--- config.mk ---
export PLATFORM = sky130hd
export DESIGN_NAME = uart_tx_arbiter
export DESIGN_NICKNAME = d
export VERILOG_FILES = /design/src/rtl/uart_tx_arbiter.sv
export SDC_FILE = /design/constraint.sdc
export NUM_CORES = 1
export LEC_CHECK = 0
export ABC_CLOCK_PERIOD_IN_PS = 2900
export CAP_MARGIN = 40
export CORE_UTILIZATION = 43
export DETAILED_ROUTE_END_ITERATION = 7
export PLACE_DENSITY = 0.85
export SYNTH_ARGS = -nofsm -noshare
export SYNTH_HDL_FRONTEND = slang
export SYNTH_SLANG_ARGS = --single-unit
--- constraint.sdc ---
create_clock -name clk -period 2.9 [get_ports clk]
set_input_delay 0.435 -clock clk [delete_from_list [all_inputs] [get_ports clk]]
set_output_delay 0.435 -clock clk [all_outputs]
set_load 0.05 [all_outputs]
--- src/rtl/uart_tx_arbiter.sv ---
// rtl/uart_tx_arbiter.sv - message-granular round-robin arbiter sharing one UART transmitter
// Optional channel-ID prefix byte per message: define UART_ARB_PREFIX_EN.
module uart_tx_arbiter #(
  parameter int         NUM_REQ = 4,
  parameter logic [7:0] ID_BASE = 8'h80
) (
  input  logic                       clk,
  input  logic                       rst,
  input  logic [8*NUM_REQ-1:0]       req_data,
  input  logic [NUM_REQ-1:0]         req_valid,
  input  logic [NUM_REQ-1:0]         req_last,
  output logic [NUM_REQ-1:0]         req_ready,
  output logic [7:0]                 tx_data,
  output logic                       tx_data_valid,
  input  logic                       tx_busy,
  input  logic                       tx_done,
  output logic [$clog2(NUM_REQ)-1:0] grant_id,
  output logic                       grant_active
);

  localparam int GW = $clog2(NUM_REQ);
  localparam logic [GW-1:0] LAST_IDX = GW'(NUM_REQ - 1);

  // Prefix IDs must not wrap past 8'hFF, and the requester count is bounded.
  if (NUM_REQ < 2 || NUM_REQ > 8 || (int'(ID_BASE) + NUM_REQ - 1) > 255) begin : g_bad_cfg
    $error("uart_tx_arbiter: unsupported NUM_REQ/ID_BASE combination");
  end

  typedef enum logic [1:0] {
    ST_IDLE,
    ST_LOAD,
    ST_SEND,
    ST_WAIT_DONE
  } state_t;

  state_t        r_state;
  state_t        w_state_nxt;
  logic [7:0]    r_tx_data;
  logic [GW-1:0] r_grant_id;
  logic [GW-1:0] r_rr_ptr;
  logic          r_grant_active;
  logic          r_last_flag;

  logic          w_hit;
  logic [GW-1:0] w_hit_idx;
  logic          w_sel_valid;
  logic [7:0]    w_sel_data;
  logic          w_sel_last;
  logic          w_accept;
  logic          w_load_go;

  // Rotating priority search: walk offsets high to low so the lowest offset from rr_ptr wins.
  always_comb begin
    int v_sum;
    w_hit     = 1'b0;
    w_hit_idx = '0;
    v_sum     = 0;
    for (int k = NUM_REQ - 1; k >= 0; k--) begin
      v_sum = int'(r_rr_ptr) + k;
      if (v_sum >= NUM_REQ) begin
        v_sum = v_sum - NUM_REQ;
      end
      if (req_valid[v_sum]) begin
        w_hit     = 1'b1;
        w_hit_idx = v_sum[GW-1:0];
      end
    end
  end

  assign w_sel_valid = req_valid[r_grant_id];
  assign w_sel_data  = req_data[r_grant_id*8 +: 8];
  assign w_sel_last  = req_last[r_grant_id];

`ifdef UART_ARB_PREFIX_EN
  logic r_prefix_pend;
  logic w_prefix_go;
  logic [7:0] w_prefix_byte;

  assign w_prefix_byte = ID_BASE + {{(8-GW){1'b0}}, r_grant_id};
  assign w_prefix_go   = (r_state == ST_LOAD) && r_prefix_pend && !tx_busy;
  assign w_accept      = (r_state == ST_LOAD) && !r_prefix_pend && w_sel_valid && !tx_busy;
  assign w_load_go     = w_prefix_go || w_accept;

  always_ff @(posedge clk) begin
    if (rst) begin
      r_prefix_pend <= 1'b0;
    end else if (r_state == ST_IDLE && w_hit) begin
      r_prefix_pend <= 1'b1;
    end else if (w_prefix_go) begin
      r_prefix_pend <= 1'b0;
    end
  end
`else
  assign w_accept  = (r_state == ST_LOAD) && w_sel_valid && !tx_busy;
  assign w_load_go = w_accept;
`endif

  always_ff @(posedge clk) begin
    if (rst) begin
      r_state <= ST_IDLE;
    end else begin
      r_state <= w_state_nxt;
    end
  end

  always_comb begin
    w_state_nxt = r_state;
    req_ready   = '0;
    if (w_accept) begin
      req_ready[r_grant_id] = 1'b1;
    end
    case (r_state)
      ST_IDLE:      if (w_hit) w_state_nxt = ST_LOAD;
      ST_LOAD:      if (w_load_go) w_state_nxt = ST_SEND;
      ST_SEND:      w_state_nxt = ST_WAIT_DONE;
      ST_WAIT_DONE: if (tx_done) w_state_nxt = r_last_flag ? ST_IDLE : ST_LOAD;
      default:      w_state_nxt = ST_IDLE;
    endcase
  end

  always_ff @(posedge clk) begin
    if (rst) begin
      r_tx_data      <= 8'h00;
      r_grant_id     <= '0;
      r_grant_active <= 1'b0;
      r_rr_ptr       <= '0;
      r_last_flag    <= 1'b0;
    end else begin
      case (r_state)
        ST_IDLE: begin
          if (w_hit) begin
            r_grant_id     <= w_hit_idx;
            r_grant_active <= 1'b1;
          end
        end
        ST_LOAD: begin
`ifdef UART_ARB_PREFIX_EN
          if (w_prefix_go) begin
            r_tx_data   <= w_prefix_byte;
            r_last_flag <= 1'b0;
          end else
`endif
          if (w_accept) begin
            r_tx_data   <= w_sel_data;
            r_last_flag <= w_sel_last;
          end
        end
        ST_WAIT_DONE: begin
          if (tx_done && r_last_flag) begin
            r_rr_ptr       <= (r_grant_id == LAST_IDX) ? '0 : r_grant_id + 1'b1;
            r_grant_active <= 1'b0;
          end
        end
        default: ;
      endcase
    end
  end

  assign tx_data       = r_tx_data;
  assign tx_data_valid = (r_state == ST_SEND);
  assign grant_id      = r_grant_id;
  assign grant_active  = r_grant_active;

endmodule

* Word level (Yosys, flattened, before mapping)
Index checks and enable logic that the tools add are counted.
** Storage, ports and cells
- Register bits :: 16
- Logic and storage cells :: 85
- Input bits :: 44
- Output and inout port bits :: 16
** Operators by class
- Reductions and logical operators :: 12
- $lt $le $gt $ge :: 10
- Shift-type cells :: 1
- $add $sub $neg :: 8
- Muxes and demuxes :: 40
- Eq/ne operators :: 8
** Operator list (number)
- < comparator 32 x 4 -> 1 bit (second input constant) :: 4
- two-way mux 32 bit :: 4
- indexed part select 32 x 6 -> 8 bit :: 1
- two-way mux 1 bit :: 18
- two-way mux 2 bit :: 8
- binary-select mux 1 bit (select 2 bit) :: 6
- subtractor 3 x 3 -> 4 bit (second input constant) :: 3
- >= comparator 3 bit (second input constant) :: 3
- inequality test 2 bit (second input constant) :: 4
- one-hot mux 2 bit (4 select lines) :: 1
- adder 2 x 2 -> 3 bit (second input constant) :: 2
- == test 2 bit (second input constant) :: 3
- AND reduction 2 bit :: 3
- AND reduction 3 bit :: 2
- logical AND 1 bit :: 4
- two-way mux 4 bit :: 1
- subtractor 2 x 3 -> 4 bit (second input constant) :: 1
- adder 2 x 1 -> 3 bit (second input constant) :: 1
- >= comparator 2 x 3 -> 1 bit (second input constant) :: 1
- < comparator 2 x 3 -> 1 bit (second input constant) :: 1
- adder 2 x 1 -> 2 bit (second input constant) :: 1
- demux 1 bit (select 2 bit) :: 1
- == test 2 x 1 -> 1 bit (second input constant) :: 1
- >= comparator 2 x 1 -> 1 bit (second input constant) :: 1
- 4 further kinds :: 4

* Depth between registers and ports, before layout
Gate-level depths: netlist of run 1.
- Depth after elaboration :: 12
- Depth in mapped cells :: 6
- Depth with buffers taken out :: 5

* Worst setup path before layout of run 1
Ideal clock, no wire load.
- Path kind :: reg2out
- Start :: register r_grant_id[0] (netlist: grant_id[0])
- End :: output port req_ready[2]
- Slack :: 0.641 ns
- Path buffers :: 2
- Cell stages (with the launch flop) :: 6
- Data required time :: 2.465 ns
- Arrival :: 1.824 ns
- Cell sequence :: dfxtp_1 > buf_6 > mux2i_1 > o22ai_2 > buf_6 > and3_1
** On the way
- Cells in the longest elaborated chain, start to end :: 5
- Elaborated cells on any way between the ends :: 10
- Classes of those cells :: 2 x order compare; 5 x mux; 3 x reduce/logical
** Ends and longest elaborated chain
- from (decl) :: RTL line 39 : logic [GW-1:0] r_grant_id;
- from (signal assigned) :: RTL line 132 : r_grant_id <= w_hit_idx;
- < comparator 2 x 3 -> 1 bit (implied by the code) (tied with other cells) :: RTL line 110 : req_ready[r_grant_id] = 1'b1;
- logical AND 1 bit (implied by the code) or two-way mux 1 bit (tied branches) :: RTL line 110, 70
- two-way mux 1 bit (implied by the code) or logical AND 1 bit (tied branches) :: RTL line 110, 94
- demux 1 bit (select 2 bit) or logical AND 1 bit (tied branches) :: RTL line 110, 94
- two-way mux 4 bit (*) :: RTL line 109 : if (w_accept) begin
- to (decl) :: RTL line 12 : output logic [NUM_REQ-1:0] req_ready,
Every way passes the cells marked *; elsewhere a longest branch is shown, timed or not. The select of a mux whose other input is x is not followed.

* Worst setup path in the final report of run 1
- Start :: register r_grant_id[1] (netlist: grant_id[1])
- End :: output port grant_id[1]
** RTL lines
- to (decl) :: RTL line 17 : output logic [$clog2(NUM_REQ)-1:0] grant_id,
No word-level cell between the ends.

==> flow_summary_export.csv, run 1 <==
group,metric,value,unit
sta,whs,0.478,ns
detailed_routing,met2WireLength,1840,um
synth,syn_area,1210,sq um
die,die_w,55.0,um
sta,tns,0,ns
global_route,grtUsageTotal,0.254,
setup_path,worst-setup-path-type,"reg -> out",
cts,cts-htree-levels,1,
detailed_routing,route.met3.wl,146,um
detailed_routing,antenna_left,0,
die,die_h,55.0,um
synth,synth-seq-cells,16,
detailed_routing,drt-initial-drc-count,15,
cts,clock_sinks,16,
synth,syn-num-nets,175,
sta,tightest_slew,0.657,ns
setup_path,critPathLaunchType,"flip-flop",
cts,cts.repair.resized,0,
setup_path,crit_buf_inv,1,
die,die_area,3030,sq um
run_status,outcome,"finished, final reports clean",
placement,port_buffers,59,
setup_path,arrival,1.96,ns
placement,dpl.hpwl,2630,um
synth,synthDistinctLibCells,35,
cells_and_area,final_layout_size_suffix_gt1_frac,0.151,
detailed_routing,top_layer_used,"met4",
power,power,992,uW
die,ioPinCount,60,
placement,gp_congestion,0.767,
cts,cts_buffers,3,
cts,clk_path_buf_depth,2,
setup_path,slowest_stage,"clkdlybuf4s50_1",
cells_and_area,fin_nets,233,
detailed_routing,viasPerCell,5.69,
cts,postCtsSetupBuffers,0,
cells_and_area,mostFrequentLayoutCells,"clkdlybuf4s50_1, dfxtp_1, a21oi_1",
global_route,grt_first_pass_wirelength,5430,um
sta,period_needed,2.39,ns
placement,place_area,1840,sq um
cts,cts_tree,"built",
detailed_routing,via_count,1189,
die,rows,18,
setup_path,cpPeakStageDelay,0.93,ns
global_route,antenna_found_initial,0,
setup_path,cp-end-kind,"output pin",
cells_and_area,n_fill_cell,200,
die,start_util,0.471,
cells_and_area,multiInputGateArea,795,sq um
worst_hold_path,holdCritPathClass,"reg -> reg",
power,ir_drop,0.513,mV
setup_path,path_cells,"clkdlybuf4s50_1",
cells_and_area,final_core_util,0.729,
cells_and_area,num_antenna_cells,0,
detailed_routing,drcViolationCount,0,
setup_path,required,2.47,ns
sta,rsz0062_at_grt,"no",
sta,slew_headroom,0.561,
power,cellPowerDensity,530,nW/um^2
sta,fin_crit_sh,0.825,
synth,yosysWarnings,0,
cts,hold_buffers,0,
cells_and_area,area_growth,54.9,%
setup_path,cpLargestDelayFamily,"buffers and inverters",
detailed_routing,wl,3350,um
sta,hold_viol,0,
sta,fin_worst_skew,0.00245,ns
cts,clk_pin_slew_worst_paths,0.09,ns
cells_and_area,regArea,320,sq um
placement,pre_cts_ws,0.619,ns
die,core,2570,sq um
power,p_leak,0.703,nW
detailed_routing,avgRoutedWirePerCell,16.0,um
detailed_routing,first_pass_iters,4,
global_route,grt_max_degree,18,
sta,setup_ws,0.508,ns
cts,clkLatencyLatePin,0.29,ns
global_route,overflow,0,
sta,maxSlewViolCount,0,
sta,setup_viol,0,
cells_and_area,final_area,1870,sq um
detailed_routing,wl_met1,1310,um
synth,syn_avg_cell_area,9.91,sq um
cts,cts_root_buffer,"clkbuf_4",
job,cap_violations,0,
synth,synth_cells,122,
placement,dp.cells,205,
synth,synth_seq_area_share,0.265,
cells_and_area,mostFrequentLayoutCell,"clkdlybuf4s50_1",
global_route,grt_pass1_vias,1150,
setup_path,path_max_fanout,16,
sta,fmax,418,MHz
cells_and_area,final_cells,209,
[kinds of logic (layout without fill, tap and decap cells)]
| kind of cell | count (synthesis) | in the layout | share of synthesized area |
|---|---|---|---|
| simple gates | 29 | 29 | 0.140 |
| compound gates | 38 | 38 | 0.229 |
| fa+ha+maj | 9 | 9 | 0.0932 |
| flops | 16 | 16 | 0.265 |
| buf+inv | 18 | 75 | 0.0776 |
| mux | 12 | 12 | 0.196 |
[path summary, 6_finish.rpt]
check	end	slack (ns)	from	cells past startpoint
worst max-delay path	grant_id[1]	0.51	grant_id[1]	1
worst min-delay path	tx_data[1]	0.48	tx_data[1]	2
worst max register to register	r_state[0]	0.96	grant_id[1]	5
worst min register to register	tx_data[1]	0.48	tx_data[1]	2
[worst min-delay path, delay by kind of cell (launching register included)]
kind	cells	cell delay (ns)
DFF	1	0.32
AOI/OAI and AO/OA	2	0.12
[state kept, by name, indices dropped and copies added, names as in the netlist]
signal and count:
grant_active 1, r_state 2, r_last_flag 1, r_rr_ptr 2
tx_data 8, grant_id 2
[synth_stat cells]
master,count,share of area
o21ai_0,9,0.037
nand2b_1,2,0.010
mux4_2,8,0.15
a21boi_0,1,0.0062
and3_1,1,0.0052
mux4_1,1,0.022
buf_1,1,0.0031
a21o_1,2,0.012
o31ai_1,1,0.0062
a2bb2oi_1,1,0.0072
o22a_4,1,0.014
clkbuf_1,3,0.0093
o2111ai_1,1,0.0072
and3_2,3,0.019
a21oi_2,1,0.0072
nor3_1,1,0.0041
buf_6,3,0.028
o221ai_1,3,0.022
o22ai_2,1,0.010
a221oi_2,1,0.012
a211oi_1,1,0.0062
ha_1,9,0.093
mux2i_1,3,0.025
inv_1,10,0.031
a21boi_4,1,0.016
a211o_1,2,0.014
nor4_4,1,0.018
nor2_1,5,0.016
nand2_1,2,0.0062
or2_1,1,0.0052
nand3_1,10,0.041
a21oi_1,12,0.050
nor2b_1,3,0.016
buf_4,1,0.0062
dfxtp_1,16,0.27
[report_power, final]
group,total (mW),internal (mW),switching (mW)
Combinational,0.552,0.244,0.308
Clock,0.149,0.0765,0.0726
Sequential,0.291,0.253,0.0382
Total,0.992,0.574,0.419
[layout make-up]
| type | instances | share of cell area |
|---|---|---|
| Multi-Input combinational cell | 88 | 0.424 |
| Sequential cell | 16 | 0.171 |
| Timing Repair Buffer | 61 | 0.345 |
| Inverter | 10 | 0.0201 |
| Clock buffer | 4 | 0.0194 |
| Tap cell | 30 | 0.0201 |
[routing by layer]
layer | track usage | up-vias
met5 | 0 | -
met4 | 0.0917 | 0
met3 | 0.0765 | 6
met2 | 0.446 | 37
met1 | 0.289 | 576
li1 | - | 570
Note: power is estimated with default switching activity, not from simulation.
==> run 2: changes to the inputs <==
Settings changed: ABC_CLOCK_PERIOD_IN_PS 2900 to 2150, CORE_UTILIZATION 43 to 36, PLACE_DENSITY 0.85 to 0.76.
Clock period 2.9 ns to 2.15 ns, I/O delays scaled along.
==> run 2 against run 1 <==
Against the previous run: worst setup slack worse by 0.38 ns; die area up 19%; clock-buffer cell count down 1; cell area up 3.6%; power up 34%; first-iteration DRC count rose to 4.3 times the previous value; hold slack better by 0.0038 ns; sequential share of layout area down 0.53 points; critical path depth up 4; routed wire length up 11%; critical endpoint is now req_ready[2]; largest power group unchanged.
==> flow_summary_export.csv, run 2 (same netlist as run 1, synthesis figures left out) <==
group,metric,value,unit
detailed_routing,first_pass_iters,4,
setup_path,r2r_cells,5,
detailed_routing,antenna_left,0,
setup_path,critPathLaunchType,"primary input",
run_status,outcome,"finished, final reports clean",
detailed_routing,drt-initial-drc-count,65,
die,start_util,0.386,
sta,period_needed,2.02,ns
setup_path,worst-setup-path-type,"in -> out",
cells_and_area,num_antenna_cells,0,
cells_and_area,final_area,1940,sq um
global_route,overflow,0,
sta,fmax,494,MHz
cells_and_area,final_layout_size_suffix_gt1_frac,0.195,
setup_path,required,1.83,ns
sta,tns,0,ns
cts,cts_root_buffer,"clkbuf_4",
setup_path,path_max_fanout,8,
setup_path,path_cells,"clkdlybuf4s50_1 -> or2_1 -> o22ai_2 -> and3_1 -> buf_12",
setup_path,cp-end-kind,"output pin",
power,cellPowerDensity,687,nW/um^2
worst_hold_path,hold_depth,2,
worst_hold_path,hold_start,"tx_data[0]",
setup_path,arrival,1.70,ns
global_route,grt_max_degree,16,
detailed_routing,via_count,1228,
sta,maxSlewViolCount,0,
cells_and_area,mostFrequentLayoutCell,"clkdlybuf4s50_1",
cts,cts-htree-levels,1,
cts,clock_sinks,16,
cts,cts_buffers,3,
power,power,1.33,mW
die,ioPinCount,60,
global_route,grt_pass1_vias,1193,
cells_and_area,multiInputGateArea,795,sq um
setup_path,reg2reg_slack,0.50,ns
setup_path,cpPeakStageDelay,0.42,ns
detailed_routing,viasPerCell,5.36,
sta,fin_crit_sh,0.941,
placement,dp.cells,226,
placement,gp_congestion,0.766,
detailed_routing,wl,3710,um
global_route,grt_first_pass_wirelength,5950,um
cells_and_area,n_fill_cell,285,
cts,hold_buffers,0,
setup_path,slowest_stage,"clkdlybuf4s50_1",
placement,dpl.hpwl,3020,um
die,die_area,3590,sq um
sta,fin_worst_skew,0.00305,ns
detailed_routing,avgRoutedWirePerCell,16.2,um
placement,pre_cts_ws,0.124,ns
sta,tightest_slew,0.525,ns
sta,setup_ws,0.127,ns
die,die_h,59.9,um
setup_path,rr_startpoint,"grant_id[1]",
cts,cts_tree,"built",
cts,clk_path_buf_depth,2,
cts,clkLatencyLatePin,0.28,ns
cells_and_area,mostFrequentLayoutCells,"clkdlybuf4s50_1, dfxtp_1, a21oi_1",
sta,slew_headroom,0.649,
cells_and_area,area_growth,60.5,%
global_route,grtUsageTotal,0.233,
cells_and_area,final_cells,229,
cts,clk_pin_slew_worst_paths,0.09,ns
power,p_leak,0.754,nW
detailed_routing,drcViolationCount,0,
cells_and_area,regArea,322,sq um
worst_hold_path,min_to,"tx_data[0]",
cells_and_area,fin_nets,240,
die,core,3130,sq um
job,cap_violations,0,
worst_hold_path,holdCritPathClass,"reg -> reg",
die,die_w,59.9,um
die,rows,20,
setup_path,regToRegEndpoint,"r_state[0]",
sta,setup_viol,0,
cells_and_area,largest_register_ffs,8,
placement,port_buffers,59,
placement,place_area,1910,sq um
sta,hold_viol,0,
sta,rsz0062_at_grt,"no",
global_route,antenna_found_initial,0,
power,ir_drop,0.258,mV
-- run 2: changes by cell type in the layout (fill, tap and decap cells not counted) --
| cell | delta |
|---|---|
| buf_12 | +1 |
| buf_4 | +8 |
| clkbuf_8 | -1 |
| clkdlybuf4s50_1 | -3 |
| dfxtp_1 | -1 |
| dfxtp_2 | +1 |
| dlymetal6s2s_1 | +1 |
-- run 2: worst max-delay path by stage --
stage / from / to / slack [ns] / cells past startpoint
4_1_cts: grant_id[1] / req_ready[1] / 0.05 / 4
3_5_place_dp: req_valid[3] / req_ready[1] / 0.12 / 5
2_1_floorplan: grant_id[0] / req_ready[2] / 0.004 / 5
6_report: tx_busy / req_ready[2] / 0.13 / 5
5_1_grt: tx_busy / req_ready[2] / 0.03 / 5
3_3_place_gp: tx_busy / req_ready[2] / 0.17 / 5
-- run 2: power breakdown --
part	switching (mW)	internal [mW]
logic	0.442	0.353
clock network	0.0918	0.0651
registers	0.0382	0.342
-- run 2: worst max-delay path, delay by kind of cell --
| family | cells | cell delay, ns |
|---|---|---|
| compound gates | 1 | 0.29 |
| simple gates | 2 | 0.51 |
| buf+inv | 2 | 0.57 |
-- run 2: per-stage QoR --
| step | hold slack (ns) | util |
|---|---|---|
| 2_1_floorplan | 0.465 | - |
| 3_3_place_gp | 0.462 | 0.612 |
| 3_5_place_dp | 0.469 | 0.612 |
| 4_1_cts | 0.484 | 0.619 |
| 5_1_grt | 0.513 | 0.620 |
| 6_report | 0.482 | 0.620 |
-- run 2: repair_timing --
item	4_1_cts	5_1_grt
gates resized for setup	0	2
setup endpoints to repair	0	5
setup buffers	0	0
-- run 2: metal layers --
metal | part of all wire | routed length [um] | track usage
met5 | 0 | 0 | 0
met4 | 0.025 | 91 | 0.110
met3 | 0.021 | 79 | 0.0260
met2 | 0.55 | 2040 | 0.424
met1 | 0.41 | 1500 | 0.271
-- run 2: final cells by class --
class                      instances  area share
tap                               44      0.0284
sequential                        16       0.166
clock buffer                       3      0.0116
inverter                          10      0.0194
multi-input combinational         88       0.410
timing repair buffer              68       0.365
==> run 3: changes to the inputs <==
Settings changed: ABC_AREA set to 0, PLACE_DENSITY 0.76 to 0.8.
==> run 3 against run 2 <==
Against the previous run: cell count is the same; maximum frequency increased by 4.0%; flip-flop and latch count unchanged; worst setup slack better by 0.079 ns; register-to-register slack improved by 0.02 ns; critical path depth stayed put; combinational power is 0.6% higher; sequential power is essentially flat; clock power about the same; power is 0.10% higher; largest cell class unchanged; highest routed layer unchanged.
==> flow_summary_export.csv, run 3 (same netlist as run 1, synthesis figures left out) <==
group,metric,value,unit
global_route,grt_pass1_vias,1208,
setup_path,path_max_fanout,15,
setup_path,worst-setup-path-type,"reg -> out",
setup_path,arrival,1.62,ns
setup_path,slowest_stage,"dfxtp_1",
job,cap_violations,0,
sta,slew_headroom,0.633,
placement,dpl.hpwl,2990,um
power,p_comb_frac,0.600,
cells_and_area,num_antenna_cells,0,
cts,cts_root_buffer,"clkbuf_4",
sta,hold_viol,0,
sta,tns,0,ns
detailed_routing,first_pass_iters,4,
setup_path,critPathLaunchType,"flip-flop",
cts,clkLatencyLatePin,0.28,ns
global_route,grt_first_pass_wirelength,5810,um
die,start_util,0.386,
detailed_routing,antenna_left,0,
sta,rsz0062_at_grt,"no",
placement,dp.cells,226,
sta,period_needed,1.94,ns
die,die_h,59.9,um
setup_path,crit_buf_inv,3,
cts,cts-htree-levels,1,
cells_and_area,fin_nets,240,
cells_and_area,largest_register_ffs,8,
die,rows,20,
setup_path,path_cells,"buf_4 -> inv_1 -> ha_1 -> and3_2 -> buf_12",
cells_and_area,mostFrequentLayoutCells,"clkdlybuf4s50_1, dfxtp_1, a21oi_1",
worst_hold_path,holdCritPathClass,"reg -> reg",
detailed_routing,avgRoutedWirePerCell,15.9,um
power,p_leak,0.754,nW
sta,maxSlewViolCount,0,
cells_and_area,area_growth,60.4,%
power,power_switching,573,uW
detailed_routing,drcViolationCount,0,
placement,gp_congestion,0.711,
run_status,outcome,"finished, final reports clean",
die,ioPinCount,60,
detailed_routing,wl,3640,um
detailed_routing,via_count,1215,
sta,fin_worst_skew,0.0107,ns
setup_path,cpLargestDelayFamily,"buffers and inverters",
cts,clock_sinks,16,
cells_and_area,mostFrequentLayoutCell,"clkdlybuf4s50_1",
sta,tightest_slew,0.548,ns
global_route,antenna_found_initial,0,
placement,port_buffers,59,
cells_and_area,final_layout_size_suffix_gt1_frac,0.189,
power,netSwitchingFraction,0.430,
die,core,3130,sq um
cts,postCtsSetupBuffers,0,
setup_path,cpPeakStageDelay,0.39,ns
power,intPower,760,uW
detailed_routing,viasPerCell,5.31,
die,die_w,59.9,um
cts,clk_path_buf_depth,2,
power,cellPowerDensity,688,nW/um^2
global_route,overflow,0,
cells_and_area,final_cells,229,
setup_path,required,1.83,ns
power,clock_power_share,0.116,
setup_path,cp-end-kind,"output pin",
sta,whs,0.479,ns
sta,fmax,514,MHz
global_route,grtUsageTotal,0.221,
cts,cts_tree,"built",
die,die_area,3590,sq um
power,power,1.33,mW
power,power_frac_seq,0.284,
sta,setup_viol,0,
power,ir_drop,0.392,mV
global_route,grt_max_degree,16,
detailed_routing,drt-initial-drc-count,70,
sta,fin_crit_sh,0.905,
cts,clk_pin_slew_worst_paths,0.09,ns
cts,cts_buffers,3,
[run 3: cell types whose count changed in the layout (fill, tap and decap cells not counted)]
cell     change
dfxtp_2      -1
dfxtp_1      +1
[run 3: layout make-up]
| class | instances | area [sq um] |
|---|---|---|
| clock buffers | 3 | 22.5 |
| repair buffers | 68 | 708 |
| inverters | 10 | 37.5 |
| flip-flops and latches | 16 | 320 |
| multi-input cells | 88 | 795 |
| fillers | 264 | 1190 |
| well taps | 44 | 55.1 |
[run 3: worst paths after layout]
path	cells past startpoint	slack (ns)	to	start
setup / recovery	5	0.21	req_ready[0]	grant_id[0]
hold / removal	2	0.48	tx_data[0]	tx_data[0]
setup reg to reg	5	0.52	r_state[0]	grant_id[1]
hold reg to reg	2	0.48	tx_data[0]	tx_data[0]
[run 3: what timing repair did]
item	in CTS	in global routing
gates resized for setup	0	1
hold buffers	0	0
setup endpoints to repair	0	1
[run 3: power groups by stage]
| stage | Sequential, mW | Clock, mW | Combinational [mW] |
|---|---|---|---|
| floorplan | 0.464 | 0 | 0.445 |
| global placement | 0.381 | 0 | 0.765 |
| detailed placement | 0.386 | 0 | 0.799 |
| CTS | 0.379 | 0.156 | 0.804 |
| global route | 0.387 | 0.172 | 0.862 |
| finish | 0.379 | 0.154 | 0.800 |
[run 3: stage by stage]
stage | setup WS (ns) | utilization | cell area, sq um
global placement | 0.239 | 0.612 | 1910
CTS | 0.0529 | 0.619 | 1940
finish | 0.205 | 0.620 | 1940
floorplan | 0.00356 | - | 1210
detailed placement | 0.232 | 0.612 | 1910
global route | 0.0723 | 0.620 | 1940
[run 3: layer usage]
metal  vias to the layer above  track usage  routed length (um)
met5                         -            0                   0
met3                         8       0.0455                 148
met1                       585        0.254                1410
met4                         0       0.0731                  89
li1                        582            -                   -
met2                        40        0.403                1990
[run 3: worst min-delay path, stage by stage, from the launching register on]
cell and delay [ns]:
dfxtp_1 0.32, o21ai_0 0.06, a21oi_1 0.06
